===== src/rtl/button_conditioner.sv =====
// Button front end: 2-flop sync, per-channel debounce FSM, registered strobes.
// Optional long-press strobe: define BUTTON_CONDITIONER_LONG_PRESS_EN.
module button_conditioner #(
   parameter int N_BTN       = 4,
   parameter int DB_CYCLES   = 4,
   parameter int HOLD_CYCLES = 100
) (
   input  logic             clk,
   input  logic             rst,
   input  logic [N_BTN-1:0] btn_raw_n,
   output logic [N_BTN-1:0] btn_db_n,
   output logic [N_BTN-1:0] btn_press,
   output logic [N_BTN-1:0] btn_release,
   output logic [N_BTN-1:0] btn_hold
);

   localparam int CW = $clog2(DB_CYCLES + 1);

   typedef enum logic [1:0] {
      REL,
      PCHK,
      PRS,
      RCHK
   } state_t;

   logic [N_BTN-1:0] meta_n;
   logic [N_BTN-1:0] sync_n;

   // Two-flop synchroniser; idles released (high).
   always_ff @(posedge clk) begin
      if (rst) begin
         meta_n <= '1;
         sync_n <= '1;
      end else begin
         meta_n <= btn_raw_n;
         sync_n <= meta_n;
      end
   end

   for (genvar i = 0; i < N_BTN; i++) begin : g_ch
      state_t        state;
      logic [CW-1:0] cnt;
      logic          db_q;
      logic          press_q;
      logic          rel_q;

      // Debounce FSM: a level change is accepted only after a full stable run.
      always_ff @(posedge clk) begin
         if (rst) begin
            state   <= REL;
            cnt     <= '0;
            db_q    <= 1'b1;
            press_q <= 1'b0;
            rel_q   <= 1'b0;
         end else begin
            press_q <= 1'b0;
            rel_q   <= 1'b0;
            unique case (state)
               REL: begin
                  if (!sync_n[i]) begin
                     state <= PCHK;
                     cnt   <= CW'(1);
                  end
               end
               PCHK: begin
                  if (sync_n[i]) begin
                     state <= REL;
                     cnt   <= '0;
                  end else if (cnt == CW'(DB_CYCLES)) begin
                     state   <= PRS;
                     cnt     <= '0;
                     db_q    <= 1'b0;
                     press_q <= 1'b1;
                  end else begin
                     cnt <= cnt + 1'b1;
                  end
               end
               PRS: begin
                  if (sync_n[i]) begin
                     state <= RCHK;
                     cnt   <= CW'(1);
                  end
               end
               RCHK: begin
                  if (!sync_n[i]) begin
                     state <= PRS;
                     cnt   <= '0;
                  end else if (cnt == CW'(DB_CYCLES)) begin
                     state <= REL;
                     cnt   <= '0;
                     db_q  <= 1'b1;
                     rel_q <= 1'b1;
                  end else begin
                     cnt <= cnt + 1'b1;
                  end
               end
               default: begin
                  state <= REL;
                  cnt   <= '0;
               end
            endcase
         end
      end

      assign btn_db_n[i]    = db_q;
      assign btn_press[i]   = press_q;
      assign btn_release[i] = rel_q;

`ifdef BUTTON_CONDITIONER_LONG_PRESS_EN
      localparam int HW = $clog2(HOLD_CYCLES + 1);

      logic [HW-1:0] hcnt;
      logic          hold_q;

      // Hold timer runs only while settled in PRS; any exit or bounce clears it.
      always_ff @(posedge clk) begin
         if (rst) begin
            hcnt   <= '0;
            hold_q <= 1'b0;
         end else begin
            hold_q <= 1'b0;
            if (state == PRS && !sync_n[i]) begin
               if (hcnt != HW'(HOLD_CYCLES))
                  hcnt <= hcnt + 1'b1;
               if (hcnt == HW'(HOLD_CYCLES - 1))
                  hold_q <= 1'b1;
            end else begin
               hcnt <= '0;
            end
         end
      end

      assign btn_hold[i] = hold_q;
`else
      assign btn_hold[i] = 1'b0;
`endif
   end

`ifndef BUTTON_CONDITIONER_LONG_PRESS_EN
   localparam int hold_cycles_unused = HOLD_CYCLES;
`endif

endmodule

===== config.mk =====
export PLATFORM = sky130hd
export DESIGN_NAME = button_conditioner
export DESIGN_NICKNAME = d
export VERILOG_FILES = /design/src/rtl/button_conditioner.sv
export SDC_FILE = /design/constraint.sdc
export NUM_CORES = 1
export LEC_CHECK = 0
export CORE_AREA = 2 2 49 85
export DETAILED_ROUTE_END_ITERATION = 8
export DIE_AREA = 0 0 51 87
export HOLD_SLACK_MARGIN = 0.06
export PLACE_DENSITY = 0.71
export SLEW_MARGIN = 15
export SYNTH_ARGS = -nofsm -noshare
export SYNTH_HDL_FRONTEND = slang
export SYNTH_SLANG_ARGS = --single-unit

===== constraint.sdc =====
create_clock -name clk -period 1 [get_ports clk]
set_input_delay 0.2 -clock clk [delete_from_list [all_inputs] [get_ports clk]]
set_output_delay 0.2 -clock clk [all_outputs]
set_load 0.02 [all_outputs]

; ---- Word-level counts from Yosys, hierarchy flattened
; Index checks and enable logic that the tools add are counted.
[op_classes]
n_addsub = 4
eq_ne = 48
muxes = 76
bitwise_logic = 12
reduce_logical = 28
[ops]
columns = operator, n
row1 = $mux 3, 20
row2 = $mux 2, 24
row3 = $ne 2x2->1 const B, 24
row4 = $pmux 3 s4, 4
row5 = $pmux 2 s4, 4
row6 = $ne 3x3->1 const B, 8
row7 = $reduce_or 3->1, 8
row8 = $mux 1, 20
row9 = $reduce_and 5->1, 4
row10 = $eq 2x2->1 const B, 8
row11 = $reduce_and 4->1, 4
row12 = $add 3x1->3 const B, 4
row13 = $eq 3x3->1 const B, 4
row14 = $not 1->1, 12
row15 = $eq 2x1->1 const B, 4
row16 = $logic_not 2->1, 4
row17 = $pmux 1 s2, 4
row18 = $reduce_and 2->1, 4
row19 = $reduce_bool 2->1, 4
[totals]
output_inout_bits = 16
word_cells = 190
ff_bits = 40
inputBits = 6

; ---- Longest topological paths before layout
; Gate-level depths: netlist (run 1).
[logic_depth]
depth_word = 4
ltp_mapped = 5
ltp_nobuf = 5

; ---- Least setup slack after synthesis (run 1)
; Ideal clock, no wire load.
[synth_path]
path_type = reg-to-reg
startpoint = register g_ch[3].cnt[0]
endpoint = register with a tool-made name
arrival_ns = 0.990
n_path_buf = 0
synth_period_minus_slack_ns = 1.076
path_slack_ns = -0.076
stages_incl_launch_ff = 5
t_required_ns = 0.914
setup_time_ns = 0.086
path_cell_list = dfxtp_1 > inv_1 > ha_1 > and3_1 > a211oi_1
[synth_rtl]
columns = element, line_no
row1 = start: declaration, 42  ; logic [CW-1:0] cnt;
row2 = start signal: assignment, 75  ; cnt <= cnt + 1'b1;
row3 = start signal: assignment, 94  ; cnt <= cnt + 1'b1;

; ---- Final worst setup path (run 1)
[layout_path]
startpoint = register sync_n[3]
endpoint = register g_ch[3].cnt[2]
[layout_via]
elab_chain_len = 2
elab_cells_between_ends = 6
cone_classes = eq/ne (2) / mux (3) / reduce/logical (1)
[layout_rtl]
columns = element, line_no
row1 = start: declaration, 27  ; logic [N_BTN-1:0] sync_n;
row2 = start signal: assignment, 36  ; sync_n <= meta_n;
row3 = $mux 3 (tied with other cells), 85  ; if (!sync_n[i]) begin
row4 = $pmux 3 s4 or $reduce_and 2->1 (tied branches), n/a
; Parallel ways exist; a longest one is shown, timed or not.
; A chain may end at the register's enable or synchronous reset.

==> results of run 1 <==
-- area by class of cell --
type / instances / area (um^2) / share of cell area
clock buffers: 7 / 96.3 / 0.0391
inverters: 10 / 37.5 / 0.0152
multi-input cells: 114 / 1080 / 0.437
flip-flops and latches: 40 / 836 / 0.339
well taps: 48 / 60.1 / 0.0244
repair buffers: 45 / 359 / 0.146
-- metal layers --
metal | routed length (um) | up-vias | GRT usage
li1 | - | 679 | -
met1 | 1350 | 632 | 0.176
met2 | 2120 | 27 | 0.342
met3 | 102 | 7 | 0.0378
met4 | 78 | 0 | 0.0860
met5 | 0 | - | 0
-- what timing repair did --
item	CTS	global route
hold buffers	0	0
endpoints found under the hold margin	0	0
buffers inserted	2	1
pin swaps	15	10
setup endpoints to repair	37	32
resized for setup	103	27
-- cells by family (layout without fill, tap and decap cells) --
group	after synthesis	after routing	share of synthesized area
AO/OA/AOI/OAI	31	31	0.108
XOR/XNOR	6	6	0.0305
adder cells (fa/ha/maj)	8	8	0.0582
buffers and inverters	34	62	0.117
flip-flops	40	40	0.465
multiplexers	2	2	0.0131
other	1	4	0.00218
AND/OR/NAND/NOR	63	63	0.205
-- worst max path at each step --
stage / from / end / slack (ns) / cells past startpoint
2_1_floorplan: register / g_ch[2].cnt[1]$_SDFFE_PP0P_ / -0.04 / 4
3_3_place_gp: rst / sync_n[1]$_SDFF_PP1_ / -0.24 / 3
3_5_place_dp: rst / sync_n[1]$_SDFF_PP1_ / -0.27 / 3
4_1_cts: sync_n[3]$_SDFF_PP1_ / g_ch[3].cnt[2]$_SDFFE_PP0P_ / -0.09 / 3
5_1_grt: g_ch[3].cnt[2]$_SDFFE_PP0P_ / g_ch[3].cnt[2]$_SDFFE_PP0P_ / -0.14 / 2
6_report: sync_n[3]$_SDFF_PP1_ / g_ch[3].cnt[2]$_SDFFE_PP0P_ / -0.09 / 3
-- layout by cell type, fill, tap and decap left out, types with 3 or more instances in the layout --
master and count:
buf_4 30, or2_2 8, dfxtp_1 20, nand2_1 5, clkdlybuf4s50_1 5, a21oi_2 4
nor4_1 3, buf_2 6, and3_4 4, a21oi_1 9, nor3_1 3, conb_1 4
nor2_1 6, nor3b_2 3, nor3_4 3, a211oi_2 4, o211ai_1 7, inv_2 8
clkbuf_8 7, or3_1 4, buf_6 3, nand3_1 4, dfxtp_2 16, nand3_4 3
ha_2 3, o21ai_2 3, dfxtp_4 4, ha_4 4
-- flip-flops by register name (all words and copies together), names as in the netlist, named ones only --
signal	cells
g_ch.press_q	4
g_ch.state	4
g_ch.cnt	12
g_ch.db_q	4
sync_n	4
g_ch.rel_q	4
meta_n	4
-- through the flow --
stage               hold slack, ns  worst slack [ns]  TNS [ns]  total power [mW]  cells
finish                       0.413           -0.0949    -0.661              3.06    264
global route                 0.427            -0.138     -1.70              3.17    264
CTS                          0.417           -0.0899    -0.657              3.07    263
detailed placement           0.399            -0.265     -8.61              1.88    254
global placement             0.396            -0.236     -7.55              1.87    254
floorplan                    0.304           -0.0414    -0.208              1.81    188
-- report_power, final --
group / switching (mW) / leakage (nW) / internal (mW)
registers: 0.0329 / 0.331 / 1.61
clock network: 0.545 / 0.0503 / 0.615
logic: 0.119 / 0.534 / 0.135
total: 0.698 / 0.915 / 2.36
==> metrics.yaml, run 1 <==
timing:
  hold_violations_final: 0
  setup_viol: 19
  slew_violations: 0
  timing.final.crit_period_ns: 1.09
  clock.fmax_ghz: 0.913
  finalWorstSetupSlack_ns: -0.0949
  rsz0062_at_grt: "yes"
  final.setup_skew_ns: 0.00899
  layout_worst_path_cycle_share: 1.09
synthesis:
  netlist_instances: 185
  ys_dominant_reg_cell: "dfxtp_1"
  netlist_area_um2: 1720
  synthTopCellsByArea: "dfxtp_1 47%, buf_4 7.0%, ha_1 5.8%"
  async_flop_share: 0
  postSynthRegisterBits: 40
  synthDominantAreaCellType: "dfxtp_1"
  synth_cell_type_count: 33
  synth.cells.most_frequent: "40 x dfxtp_1, 16 x buf_4, 13 x a21oi_1"
  synth-seq-area-share: 0.465
  synth_area_per_cell_um2: 9.30
  synth_enable_flop_cells: 0
  post-synth-top-count-cell: "dfxtp_1"
  yosysTopAreaCellShare: 0.465
  yosys_warnings: 0
setup_path:
  cpLargestDelayFamily: "simple AND/OR/NAND/NOR gates"
  setup_crit_end_kind: "register"
  startpoint_type: "register"
  ff_to_ff_start: "sync_n[3]$_SDFF_PP1_"
  timing.critical_path.fanout_max: 5
  crit-reg2reg-capture: "g_ch[3].cnt[2]$_SDFFE_PP0P_"
  critical_path.slowest_cell: "or3b_4"
  path_buf_inv: 0
  slowest_delay_ns: 0.38
  worstPathCellList: "xnor2_4 -> or3b_4 -> a21oi_2"
  cp_data_required_time_ns: 1.23
  worstPathArrival_ns: 1.32
  rrSetupSlack_ns: -0.09
  timing.setup.critical_path_class: "register to register"
  register_to_register_path_depth: 3
drt:
  drt-vias-per-instance: 5.09
  number_of_drc_markers_in_iteration_0: 21
  avgRoutedWirePerCell_um: 13.8
  totalWireLength_um: 3660
  final_antenna_net_count: 0
  remaining_drc_errors: 0
  total_via_count_after_detailed_routing: 1345
  first_pass_drt_iterations: 4
min_path:
  worst_hold_startpoint: "meta_n[3]$_SDFF_PP1_"
  worstHoldPathType: "register to register"
  min_delay_path_depth: 1
  worst_hold_path.endpoint: "sync_n[3]$_SDFF_PP1_"
global_routing:
  grt_pass1_vias: 1414
  initial_antenna_violation_count: 0
  grt_start_max_net_pins: 31
  grt_overflow_total: 0
  grt_use_total: 0.180
  first_pass_grt_wire_length_um: 6100
floorplan:
  chipWidth_um: 51
  initial_utilization: 0.454
  ios: 22
  rows: 30
  die_height_um: 87
  dieArea_um2: 4440
  fp.coreArea_um2: 3790
final_layout:
  areaGrowthSynthToFinish_pct: 43.3
  antenna_cells_inserted: 0
  fill_cells: 276
  final_core_utilization: 0.650
  nNetsFinal: 230
  postLayoutCellArea_um2: 2460
  fraction_of_final_layout_cells_sized_beyond_drive_strength_1: 0.611
placement:
  dp_hpwl_um: 2400
  placedInstanceArea_um2: 2090
  finalWeightedCongestion: 0.798
  port_buffers: 17
clock_network:
  ctsHtreeMaxLevel: 2
  cts_buffer_depth: 2
  cts.reportedPaths.clkPinSlew_ns: 0.07
  cts_made_buffers: 5
  later_pin_clock_latency_in_the_skew_report_ns: 0.29
  clock_net_sink_count: 40
  cts-root-buf: "clkbuf_8"
  tritoncts: "done"
outcome:
  result_of_the_run: "finished, violations left"
  violated_checks: "negative setup slack"
flow_run:
  max_cap_viol_count: 0
power:
  vdd_drop_max_mv: 1.07
  powerDensity_nw_per_um2: 1240
  p_leak_nw: 0.915
No activity file was read; power rests on OpenSTA's default activity.
==> run 2: changes to the inputs <==
Settings changed: PLACE_DENSITY 0.71 to 0.8.
==> run 2 against run 1 <==
Net effect:
- worst hold slack gained 0.0060 ns
- the flow still finishes with violations (negative setup slack)
- highest routed layer unchanged
- critical path type unchanged
- wire length increased by 3.9%
- sequential cell count unchanged
- clock-buffer cell count shrank 1
==> metrics.yaml, run 2 (synthesis results as in run 1) <==
power:
  total_power_mw: 3.18  # +3.7%
  powerDensity_nw_per_um2: 1260  # +1.1%
  vdd_drop_max_mv: 1.46  # +36%
  p_leak_nw: 0.912  # -0.33%
setup_path:
  timing.setup.critical_path_class: "register to register"
  timing.critical_path.fanout_max: 3  # -2
  cp_data_required_time_ns: 1.17  # -0.06 ns
  setup_crit_end_kind: "register"
  startpoint_type: "register"
  worstPathArrival_ns: 1.27  # -0.05 ns
clock_network:
  cts_buffer_depth: 2  # unchanged
  clock_net_sink_count: 40  # unchanged
  cts-root-buf: "clkbuf_8"
  cts_made_buffers: 5  # unchanged
  later_pin_clock_latency_in_the_skew_report_ns: 0.29  # about the same
  tritoncts: "done"
  ctsHtreeMaxLevel: 2  # unchanged
  cts.reportedPaths.clkPinSlew_ns: 0.07  # about the same
timing:
  setup_viol: 21  # +2
  layout_worst_path_cycle_share: 1.10  # +0.00801
  finalWorstSetupSlack_ns: -0.103  # -0.00801 ns
  timing.final.crit_period_ns: 1.10  # +0.00801 ns
  fin_setup_tns_ns: -1.09  # -0.433 ns
  final.setup_skew_ns: 0.00711  # -0.00188 ns
  slew_violations: 0  # unchanged
  hold_violations_final: 0  # unchanged
  clock.fmax_ghz: 0.907  # -0.73%
  rsz0062_at_grt: "yes"
final_layout:
  most_used_cells_in_the_layout_excluding_fill_and_tap_cells: "30 x buf_4, 20 x dfxtp_1, 14 x dfxtp_2"
  largest_register: "g_ch.cnt"
  layout.cells.most_common: "buf_4"
  fraction_of_final_layout_cells_sized_beyond_drive_strength_1: 0.647  # +0.0357
  flip_flop_count_of_the_largest_register_all_copies_and_words_added: 12  # unchanged
  areaGrowthSynthToFinish_pct: 47.0
  antenna_cells_inserted: 0  # unchanged
  nNetsFinal: 231  # +0.43%
drt:
  avgRoutedWirePerCell_um: 14.3  # +3.2%
  totalWireLength_um: 3800  # +3.9%
  first_pass_drt_iterations: 2  # -2
  total_via_count_after_detailed_routing: 1377  # +2.4%
  drt-vias-per-instance: 5.18  # +1.6%
  remaining_drc_errors: 0  # unchanged
  final_antenna_net_count: 0  # unchanged
  number_of_drc_markers_in_iteration_0: 17  # -19%
floorplan:
  die_height_um: 87  # unchanged
  initial_utilization: 0.454  # unchanged
  fp.coreArea_um2: 3790  # unchanged
  dieArea_um2: 4440  # unchanged
  ios: 22  # unchanged
  chipWidth_um: 51  # unchanged
  rows: 30  # unchanged
outcome:
  result_of_the_run: "finished, violations left"
  violated_checks: "negative setup slack"
min_path:
  worstHoldPathType: "register to register"
global_routing:
  first_pass_grt_wire_length_um: 5780  # -5.2%
  grt_pass1_vias: 1326  # -6.2%
  grt_start_max_net_pins: 31  # unchanged
  grt_overflow_total: 0  # unchanged
  initial_antenna_violation_count: 0  # unchanged
  grt_use_total: 0.172  # -0.00745
placement:
  port_buffers: 17  # unchanged
  dp_hpwl_um: 2110  # -12%
  finalWeightedCongestion: 0.810  # +1.5%
flow_run:
  max_cap_viol_count: 0  # unchanged
==> run 2: report_power, final <==
part | leakage [nW] | switching [mW] | internal (mW) | total, mW
clock | 0.0552 | 0.524 | 0.740 | 1.26
combinational | 0.526 | 0.128 | 0.141 | 0.269
sequential | 0.331 | 0.0323 | 1.61 | 1.64
==> run 2: worst max-delay path, stage by stage (launching register included) <==
cell	delay [ns]
dfxtp_4	0.36
ha_4	0.16
and2b_2	0.18
o211ai_1	0.20
a21oi_1	0.08
==> run 2: worst paths after layout <==
path	startpoint	endpoint	slack, ns	cells after the start
worst min-delay path	meta_n[0]$_SDFF_PP1_	sync_n[0]$_SDFF_PP1_	0.42	1
worst max-delay path	g_ch[1].cnt[0]$_SDFFE_PP0P_	g_ch[1].cnt[2]$_SDFFE_PP0P_	-0.10	4
worst max register to register	g_ch[1].cnt[0]$_SDFFE_PP0P_	g_ch[1].cnt[2]$_SDFFE_PP0P_	-0.10	4
worst min register to register	meta_n[0]$_SDFF_PP1_	sync_n[0]$_SDFF_PP1_	0.42	1
==> run 2: repair_timing <==
item	4_1_cts	5_1_grt
endpoints found under the setup margin	37	34
hold buffers	0	0
pin swaps	17	25
resized for setup	98	42
setup buffers	1	2
==> run 2: per-layer routing <==
metal,vias to the layer above,global-route usage,wire (um)
met2,26,0.303,2210
met4,0,0.0860,97
met5,-,0,0
met1,660,0.181,1380
li1,682,-,-
met3,9,0.0515,113
==> run 2: through the flow <==
step / cell area [um^2] / hold WS (ns) / setup slack [ns] / cells / util
after global routing: 2530 / 0.436 / -0.170 / 266 / 0.667
after floorplan: 1850 / 0.304 / -0.0414 / 188 / -
final: 2530 / 0.419 / -0.103 / 266 / 0.667
after CTS: 2330 / 0.411 / -0.0657 / 264 / 0.616
after global placement: 2100 / 0.394 / -0.235 / 255 / 0.554
after detailed placement: 2100 / 0.393 / -0.262 / 255 / 0.554
==> run 2: final cells by class <==
type / count / area [um^2]
multi-input cells: 114 / 1110
well taps: 48 / 60.1
fillers: 296 / 1260
clock inverters: 2 / 35.0
repair buffers: 46 / 370
clock buffers: 6 / 72.6
inverters: 10 / 37.5
flip-flops and latches: 40 / 841
==> run 3: changes to the inputs <==
Settings changed: CORE_AREA 2 2 49 85 to 2 2 51 88, CTS_CLUSTER_DIAMETER set to 200, DIE_AREA 0 0 51 87 to 0 0 53 90, PLACE_DENSITY 0.8 to 0.75.
==> run 3 against run 2 <==
Net effect:
- sequential power is essentially flat
- die area rose by 7.5%
- the run still ends with negative setup slack left
- sequential cell count unchanged
- register-to-register slack about the same
- final area shrank 1.3%
- first-iteration DRC count shrank 53%
- final cell count up 0.38%
- largest power group unchanged
- total power is 5.8% lower
==> metrics.yaml, run 3 (synthesis results as in run 1) <==
setup_path:
  slowest_delay_ns: 0.36  # about the same
  crit_path_start: "sync_n[1]$_SDFF_PP1_"
  timing.critical_path.fanout_max: 6  # +3
  cp_data_required_time_ns: 1.22  # +0.05 ns
  critical_path.slowest_cell: "or3b_1"
  path_buf_inv: 0  # unchanged
  setup_crit_end_kind: "register"
  ff_to_ff_start: "sync_n[1]$_SDFF_PP1_"
  startpoint_type: "register"
  worstPathCellList: "xnor2_4 -> or3b_1 -> a21oi_1"
  cpLargestDelayFamily: "simple AND/OR/NAND/NOR gates"
  worstPathArrival_ns: 1.32  # +0.05 ns
  timing.setup.critical_path_class: "register to register"
timing:
  hold_violations_final: 0  # unchanged
  setup_viol: 17  # -19%
  layout_worst_path_cycle_share: 1.10  # about the same
  final.setup_skew_ns: 0.00927  # +0.00216 ns
  slew_violations: 0  # unchanged
  timing.final.crit_period_ns: 1.10  # -0.000241 ns
  finalWorstSetupSlack_ns: -0.103  # +0.000241 ns
  clock.fmax_ghz: 0.907  # about the same
  holdWs_ns: 0.415  # -0.00386 ns
  rsz0062_at_grt: "yes"
global_routing:
  initial_antenna_violation_count: 0  # unchanged
  grt_overflow_total: 0  # unchanged
  grt_start_max_net_pins: 13  # -58%
  grt_pass1_vias: 1349  # +1.7%
  first_pass_grt_wire_length_um: 5670  # -1.9%
  grt_use_total: 0.158  # -0.0144
drt:
  number_of_drc_markers_in_iteration_0: 8  # -9
  drt-vias-per-instance: 5.10  # -1.4%
  total_via_count_after_detailed_routing: 1363  # -1.0%
  avgRoutedWirePerCell_um: 13.5  # -5.5%
  final_antenna_net_count: 0  # unchanged
  remaining_drc_errors: 0  # unchanged
  first_pass_drt_iterations: 3  # +1
  totalWireLength_um: 3610  # -5.1%
final_layout:
  nNetsFinal: 231  # unchanged
  layout.cells.most_common: "buf_4"
  most_used_cells_in_the_layout_excluding_fill_and_tap_cells: "31 x buf_4, 20 x dfxtp_1, 13 x dfxtp_2"
  flip_flop_count_of_the_largest_register_all_copies_and_words_added: 12  # unchanged
  antenna_cells_inserted: 0  # unchanged
  largest_register: "g_ch.cnt"
  areaGrowthSynthToFinish_pct: 45.0
  fraction_of_final_layout_cells_sized_beyond_drive_strength_1: 0.642  # -0.00459
placement:
  port_buffers: 17  # unchanged
  dp_hpwl_um: 2230  # +5.8%
  finalWeightedCongestion: 0.785  # -3.0%
clock_network:
  tritoncts: "done"
  holdBufCountCts: 0  # unchanged
  cts_buffer_depth: 2  # unchanged
  cts-root-buf: "clkbuf_8"
  cts.reportedPaths.clkPinSlew_ns: 0.08  # about the same
  clock_net_sink_count: 40  # unchanged
  cts_made_buffers: 5  # unchanged
  ctsHtreeMaxLevel: 2  # unchanged
  later_pin_clock_latency_in_the_skew_report_ns: 0.29  # about the same
min_path:
  worst_hold_startpoint: "meta_n[0]$_SDFF_PP1_"
  worstHoldPathType: "register to register"
power:
  vdd_drop_max_mv: 1.09  # -26%
  p_leak_nw: 0.900  # -1.4%
  total_power_mw: 2.99  # -5.8%
  powerDensity_nw_per_um2: 1200  # -4.5%
floorplan:
  rows: 31  # +3.3%
  fp.coreArea_um2: 4070  # +7.4%
  ios: 22  # unchanged
  chipWidth_um: 53  # +3.9%
  dieArea_um2: 4770  # +7.5%
  initial_utilization: 0.422  # -0.0314
  die_height_um: 90  # +3.4%
flow_run:
  max_cap_viol_count: 0  # unchanged
outcome:
  violated_checks: "negative setup slack"
  result_of_the_run: "finished, violations left"
-- run 3: cell count changes in the layout (fill, tap and decap cells not counted), sizes merged --
cell / change
bufinv: -1
clkinv: +1
-- run 3: metrics by stage --
step,utilization,cell area (um^2),cells,worst slack (ns),TNS [ns]
after floorplan,-,1850,188,-0.0414,-0.208
after global placement,0.515,2100,257,-0.248,-7.64
after detailed placement,0.515,2100,257,-0.256,-7.94
after CTS,0.573,2330,266,-0.0955,-0.687
after global routing,0.613,2490,267,-0.136,-1.75
final,0.613,2490,267,-0.103,-0.716
-- run 3: report_power, final --
group | internal [mW] | leakage (nW) | switching (mW) | total, mW
Clock | 0.550 | 0.0510 | 0.543 | 1.09
Sequential | 1.61 | 0.332 | 0.0317 | 1.64
Combinational | 0.139 | 0.517 | 0.121 | 0.259
-- run 3: final timing paths --
| kind | to | slack [ns] | depth (start not counted) |
|---|---|---|---|
| setup / recovery | g_ch[1].cnt[2]$_SDFFE_PP0P_ | -0.10 | 3 |
| hold / removal | sync_n[0]$_SDFF_PP1_ | 0.42 | 1 |
| setup reg to reg | g_ch[1].cnt[2]$_SDFFE_PP0P_ | -0.10 | 3 |
| hold reg to reg | sync_n[0]$_SDFF_PP1_ | 0.42 | 1 |
-- run 3: area by class of cell --
class                   instances  area [um^2]
clock buffers                   6         82.6
clock inverters                 2         10.0
fillers                       334         1580
inverters                      10         37.5
multi-input cells             114         1110
flip-flops and latches         40          843
well taps                      49         61.3
repair buffers                 46          345
-- run 3: layer usage --
metal	GRT usage	wire, um	vias up	share of wire
met4	0.0748	78	0	0.022
met1	0.162	1320	656	0.36
li1	-	-	686	-
met2	0.282	2120	15	0.59
met3	0.0382	93	6	0.026
met5	0	0	-	0
-- run 3: worst reg2reg max path: cells and delay by family (launching register included) --
family | cells | cell delay (ns)
AOI/OAI and AO/OA | 1 | 0.15
and+or+nand+nor | 1 | 0.36
DFF | 1 | 0.35
xor gates and xnor gates | 1 | 0.17
-- run 3: what timing repair did --
item,4_1_cts,5_1_grt
setup buffers,1,1
gates resized for setup,98,38
pin swaps,15,21
endpoints found under the setup margin,39,31
